==> config.mk <==
export PLATFORM = sky130hd
export DESIGN_NAME = rs_ap_ctrl_pipeline_head
export DESIGN_NICKNAME = d
export VERILOG_FILES = /design/src/rtl/rs_ap_ctrl_pkg.sv /design/src/rtl/rs_ap_ctrl_pipeline_head_credit_counter.sv /design/src/rtl/rs_ap_ctrl_pipeline_head.sv
export SDC_FILE = /design/constraint.sdc
export NUM_CORES = 1
export LEC_CHECK = 0
export CAP_MARGIN = 20
export CORE_AREA = 2 2 39 41
export DETAILED_ROUTE_END_ITERATION = 6
export DIE_AREA = 0 0 41 43
export GPL_TIMING_DRIVEN = 0
export HOLD_SLACK_MARGIN = 0.02
export PLACE_DENSITY_LB_ADDON = 0.2
export SETUP_SLACK_MARGIN = 0.1
export SYNTH_ARGS = -nofsm -noshare
export SYNTH_HDL_FRONTEND = slang
export SYNTH_SLANG_ARGS = --single-unit
==> constraint.sdc <==
create_clock -name clk -period 4.9 [get_ports clk]
set_clock_uncertainty 0.15 [all_clocks]
set_input_delay 0.49 -clock clk [delete_from_list [all_inputs] [get_ports clk]]
set_output_delay 0.49 -clock clk [all_outputs]
set_load 0.01 [all_outputs]
==> src/rtl/rs_ap_ctrl_pkg.sv <==
// rtl/rs_ap_ctrl_pkg.sv - shared state encoding and sizing helper for the ap_ctrl pipeline head
package rs_ap_ctrl_pkg;

    // FSM encoding is shared with the sink-side tail, so it stays as plain 2-bit constants.
    localparam logic [1:0] ST_IDLE       = 2'b00;
    localparam logic [1:0] ST_ISSUE      = 2'b01;
    localparam logic [1:0] ST_WAIT_READY = 2'b10;
    localparam logic [1:0] ST_ACK        = 2'b11;

    // Width needed to hold 0..max_outstanding inclusive.
    function automatic int cnt_width(input int max_outstanding);
        return (max_outstanding < 1) ? 1 : $clog2(max_outstanding + 1);
    endfunction

endpackage

==> src/rtl/rs_ap_ctrl_pipeline_head_credit_counter.sv <==
// rtl/rs_ap_ctrl_pipeline_head_credit_counter.sv - in-flight token counter, saturating at 0 and MAX_COUNT
// Ports:
//   clk, reset_n        clock, async active-low reset
//   inc, dec            token accepted / done returned (both -> unchanged)
//   count, count_next   current and next in-flight count
//   full, empty         count == MAX_COUNT / count == 0
//   underflow           dec seen while count == 0
module rs_ap_ctrl_credit_counter
    import rs_ap_ctrl_pkg::*;
#(
    parameter int    MAX_COUNT = 4,
    parameter int    CNT_WIDTH = cnt_width(MAX_COUNT),
    parameter string __REGION  = ""
) (
    input  logic                 clk,
    input  logic                 reset_n,
    input  logic                 inc,
    input  logic                 dec,
    output logic [CNT_WIDTH-1:0] count,
    output logic [CNT_WIDTH-1:0] count_next,
    output logic                 full,
    output logic                 empty,
    output logic                 underflow
);

    localparam logic [CNT_WIDTH-1:0] MAX_C = CNT_WIDTH'(MAX_COUNT);

    logic [CNT_WIDTH-1:0] count_q;
    logic [CNT_WIDTH-1:0] count_d;

    assign full      = (count_q == MAX_C);
    assign empty     = (count_q == '0);
    assign underflow = dec && empty;

    // Guards make the counter hold at both ends instead of wrapping.
    always_comb begin
        count_d = count_q;
        if (inc && !dec) begin
            if (!full) count_d = count_q + CNT_WIDTH'(1);
        end else if (dec && !inc) begin
            if (!empty) count_d = count_q - CNT_WIDTH'(1);
        end
    end

    always_ff @(posedge clk or negedge reset_n) begin
        if (!reset_n) count_q <= '0;
        else          count_q <= count_d;
    end

    assign count      = count_q;
    assign count_next = count_d;

    // The issuing FSM throttles on full, so an increment at full means a logic bug upstream.
    a_no_overflow: assert property (@(posedge clk) disable iff (!reset_n) !(inc && !dec && full));

endmodule

==> src/rtl/rs_ap_ctrl_pipeline_head.sv <==
// rtl/rs_ap_ctrl_pipeline_head.sv - source-side ap_ctrl head: one token per start, end-to-end ready, in-flight tracking
// Ports:
//   clk, reset_n                  clock, async active-low reset
//   ap_start / ap_ready           host level start, one-cycle accept pulse back to host
//   ap_done / ap_idle             registered done_in copy, idle (no FSM activity, nothing in flight)
//   if_empty_n / if_read          start token valid toward pipeline / pipeline accepts it
//   ready_in / done_in            pipelined ready and done pulses from the far end
//   err_spurious / err_underflow  sticky protocol error flags
module rs_ap_ctrl_pipeline_head
    import rs_ap_ctrl_pkg::*;
#(
    parameter int    MAX_OUTSTANDING = 4,
    parameter int    CNT_WIDTH       = cnt_width(MAX_OUTSTANDING),
    parameter string __REGION        = ""
) (
    input  logic clk,
    input  logic reset_n,
    input  logic ap_start,
    output logic ap_ready,
    output logic ap_done,
    output logic ap_idle,
    output logic if_empty_n,
    input  logic if_read,
    input  logic ready_in,
    input  logic done_in,
    output logic err_spurious,
    output logic err_underflow
);

    logic [1:0] state_q, state_d;
    logic       ap_ready_q, ap_ready_d;
    logic       ap_done_q, ap_done_d;
    logic       ap_idle_q, ap_idle_d;
    logic       if_empty_n_q, if_empty_n_d;
    logic       err_spurious_q, err_spurious_d;
    logic       err_underflow_q, err_underflow_d;

    logic                 handshake;
    logic [CNT_WIDTH-1:0] cnt_count;
    logic [CNT_WIDTH-1:0] cnt_next;
    logic                 cnt_full;
    logic                 cnt_empty;
    logic                 cnt_underflow;

    assign handshake = (state_q == ST_ISSUE) && if_read;

    rs_ap_ctrl_credit_counter #(
        .MAX_COUNT (MAX_OUTSTANDING),
        .CNT_WIDTH (CNT_WIDTH),
        .__REGION  (__REGION)
    ) u_credit (
        .clk        (clk),
        .reset_n    (reset_n),
        .inc        (handshake),
        .dec        (done_in),
        .count      (cnt_count),
        .count_next (cnt_next),
        .full       (cnt_full),
        .empty      (cnt_empty),
        .underflow  (cnt_underflow)
    );

    always_comb begin
        state_d = state_q;
        case (state_q)
            ST_IDLE:       if (ap_start && !cnt_full) state_d = ST_ISSUE;
            ST_ISSUE:      if (if_read)               state_d = ST_WAIT_READY;
            ST_WAIT_READY: if (ready_in)              state_d = ST_ACK;
            default:                                  state_d = ST_IDLE;
        endcase

        // Outputs are decoded from the next state so they are registered but not a cycle late.
        if_empty_n_d    = (state_d == ST_ISSUE);
        ap_ready_d      = (state_d == ST_ACK);
        ap_idle_d       = (state_d == ST_IDLE) && (cnt_next == '0);
        ap_done_d       = done_in;
        err_spurious_d  = err_spurious_q | (ready_in && (state_q != ST_WAIT_READY));
        err_underflow_d = err_underflow_q | cnt_underflow;
    end

    always_ff @(posedge clk or negedge reset_n) begin
        if (!reset_n) begin
            state_q         <= ST_IDLE;
            ap_ready_q      <= 1'b0;
            ap_done_q       <= 1'b0;
            ap_idle_q       <= 1'b1;
            if_empty_n_q    <= 1'b0;
            err_spurious_q  <= 1'b0;
            err_underflow_q <= 1'b0;
        end else begin
            state_q         <= state_d;
            ap_ready_q      <= ap_ready_d;
            ap_done_q       <= ap_done_d;
            ap_idle_q       <= ap_idle_d;
            if_empty_n_q    <= if_empty_n_d;
            err_spurious_q  <= err_spurious_d;
            err_underflow_q <= err_underflow_d;
        end
    end

    assign ap_ready      = ap_ready_q;
    assign ap_done       = ap_done_q;
    assign ap_idle       = ap_idle_q;
    assign if_empty_n    = if_empty_n_q;
    assign err_spurious  = err_spurious_q;
    assign err_underflow = err_underflow_q;

    // ap_idle is precomputed from next-state values; it must always agree with the current ones.
    a_idle_exact: assert property (@(posedge clk) disable iff (!reset_n)
        ap_idle_q == ((state_q == ST_IDLE) && cnt_empty));
    a_empty_exact: assert property (@(posedge clk) disable iff (!reset_n)
        cnt_empty == (cnt_count == '0));

endmodule
==> impl_metrics.json <==
{
  "fin_ws_ns": 2.94,
  "tightest_slew_ns": 0.489,
  "maxSlewHeadroom": 0.673,
  "synthTopCellsByArea": "dfrtp_1, ha_1, dfstp_2",
  "antenna_found_initial": 0,
  "dpl_cell_area_um2": 703,
  "synth_edf_count": 0,
  "cts.path.max_buffers": 2,
  "p_sw_frac": 0.377,
  "grt_pass1_vias": 391,
  "syn2layout_area_growth_pct": 27.3,
  "yosys_warnings": 0,
  "worst_hold_slack_ns": 0.304,
  "clk_pin_slew_ns": 0.07,
  "fmax_mhz": 509,
  "synth_common_cells": "dfrtp_1, inv_1, nand2_1, ha_1, nor2_1",
  "hp-class": "flip-flop to flip-flop",
  "die_area_um2": 1760,
  "antenna_cells": 0,
  "syn_area_um2": 573,
  "met1_length_um": 415,
  "core_um2": 1380,
  "grt.total_usage": 0.140,
  "clkPwrFrac": 0.166,
  "grt_pass1_wl_um": 1550,
  "critPathSlowestCell": "dfstp_2",
  "topRoutingLayerUsed": "met4",
  "port_buffers": 11,
  "startpoint_type": "flip-flop",
  "dr.pass1.iters": 2,
  "post_cts_buffers": 0,
  "p_per_area_nw_per_um2": 521,
  "vias_per_cell": 5.10,
  "setup_violations": 0,
  "max_cap_viol_count": 0,
  "layout_worst_path_cycle_share": 0.401,
  "hold_viol_final": 0,
  "die_w_um": 41,
  "worst-endpoint-arrival_ns": 1.32,
  "fin_setup_tns_ns": 0,
  "period_minus_slack_ns": 1.96,
  "synth_top_area_cell": "dfrtp_1",
  "final_nets": 77,
  "syn_avg_cell_area_um2": 11.0,
  "cp.required_ns": 4.26,
  "cts_num_sinks": 11,
  "cts_buffers": 3,
  "synth_cell_type_count": 28,
  "ys_seq_area_frac": 0.483,
  "synthCells": 52,
  "yosys.cell_count.top_type": "dfrtp_1",
  "clk_root_buffer_cell": "clkbuf_4",
  "hpwl_um": 705,
  "drt-total-wl_um": 974,
  "critPathCaptureType": "primary output",
  "dr_wl_met2_um": 470,
  "synth_async_sr_flop_share": 1.00,
  "power_switching_mw": 0.143,
  "outcome": "completed",
  "cts-resized-gates": 0,
  "gp_congestion": 0.742,
  "synth_top_area_share": 0.437,
  "ctsHoldBuffers": 0,
  "crit_buf_inv": 1,
  "drt_iter0_drc": 3,
  "finish.utilization": 0.527,
  "overflow": 0,
  "ios": 12,
  "post_drt_wl_per_cell_um": 11.7,
  "p_leak_nw": 0.326,
  "synth_seq_cells": 11,
  "insertion_delay_ns": 0.28,
  "fp.dieH_um": 43,
  "ant_nets": 0,
  "rsz0062_at_grt": "false",
  "cts_tree": "yes",
  "synth_flop_cell": "dfrtp_1",
  "wl_met3_um": 73,
  "critPathKind": "flip-flop to primary output",
  "dp_slack_ns": 2.71,
  "syn-num-nets": 61,
  "slew_viol_final": 0,
  "fp-row-count": 14,
  "critPathMaxFanout": 1,
  "drive_above_1_share": 0.149,
  "drc_errors": 0,
  "critPathMaxStageDelay_ns": 0.53,
  "fillers": 136,
  "internal_power_mw": 0.237,
  "h-tree-depth": 1,
  "grt_start_max_net_pins": 12,
  "path_delay_family": "flip-flops",
  "vdd_drop_max_mv": 0.220,
  "vias": 423,
  "start_util": 0.414,
  "seqPwrFrac": 0.400,
  "pwr-share-comb": 0.434,
  "path_cells": "clkdlybuf4s50_1",
  "final_area_um2": 729
}
## path summary, 6_finish.rpt
path | from | end | slack (ns) | cells past startpoint
max | ap_idle | ap_idle | 2.94 | 1
min | err_spurious | err_spurious | 0.30 | 1
max reg2reg | u_credit.count[0] | ap_idle | 3.17 | 6
min reg2reg | err_spurious | err_spurious | 0.30 | 1
max in group asynchronous | reset_n | ap_idle | 3.86 | 1
min in group asynchronous | reset_n | ap_ready | 0.39 | 1
## worst register-to-register path, delay by kind of cell, from the launching register on
family | cells | cell delay [ns]
AO/OA/AOI/OAI | 2 | 0.36
XOR/XNOR | 1 | 0.18
adder cells (fa/ha/maj) | 1 | 0.24
buffers and inverters | 1 | 0.07
flip-flops | 1 | 0.39
AND/OR/NAND/NOR | 1 | 0.27
## layer usage
metal / up-vias / global-route usage
met5: - / 0
li1: 210 / -
met1: 199 / 0.148
met2: 11 / 0.216
met4: 0 / 0.0400
met3: 3 / 0.0942
## power by group through the flow
stage | sequential [mW] | clock [mW] | combinational [mW]
final | 0.152 | 0.0631 | 0.165
after global routing | 0.157 | 0.0740 | 0.183
after CTS | 0.152 | 0.0664 | 0.167
after detailed placement | 0.154 | 0 | 0.166
after global placement | 0.155 | 0 | 0.164
after floorplan | 0.153 | 0 | 0.121
## flip-flops by register name, summed over array words and instances (netlist names)
register        flops
ap_done             1
ap_idle             1
ap_ready            1
err_spurious        1
err_underflow       1
if_empty_n          1
state_q             2
u_credit.count      3
## cell families after synthesis
family                     after synthesis  share of synthesized area
AOI/OAI and AO/OA                       11                      0.135
and+or+nand+nor                         18                      0.214
xor gates and xnor gates                 1                     0.0153
buffers and inverters                    6                     0.0524
DFF                                     11                      0.483
adders and majority gates                3                     0.0655
muxes                                    2                     0.0349
## stage by stage
| stage | cells | total power [mW] |
|---|---|---|
| 3_5_place_dp | 79 | 0.320 |
| 5_1_grt | 83 | 0.414 |
| 4_1_cts | 83 | 0.386 |
| 2_1_floorplan | 52 | 0.274 |
| 3_3_place_gp | 79 | 0.319 |
| 6_report | 83 | 0.380 |
## layout by cell type, fill, tap and decap left out, drive strengths merged, types with 3 or more instances in the layout
cell type | synthesis | routed
clkbuf | 1 | 5
nand2 | 4 | 4
clkdlybuf4s50 | 0 | 11
dfrtp | 10 | 10
ha | 3 | 3
nor2 | 3 | 3
inv | 4 | 4
a21oi | 3 | 3
## final cells by class
cell class,instances,area (um^2),share of cell area
Buffer,2,15.0,0.0206
Clock buffer,4,26.3,0.0360
Inverter,4,15.0,0.0206
Multi-Input combinational cell,35,267,0.365
Sequential cell,11,277,0.379
Tap cell,16,20.0,0.0274
Timing Repair Buffer,11,110,0.151
No activity file was read; power rests on OpenSTA's default activity.
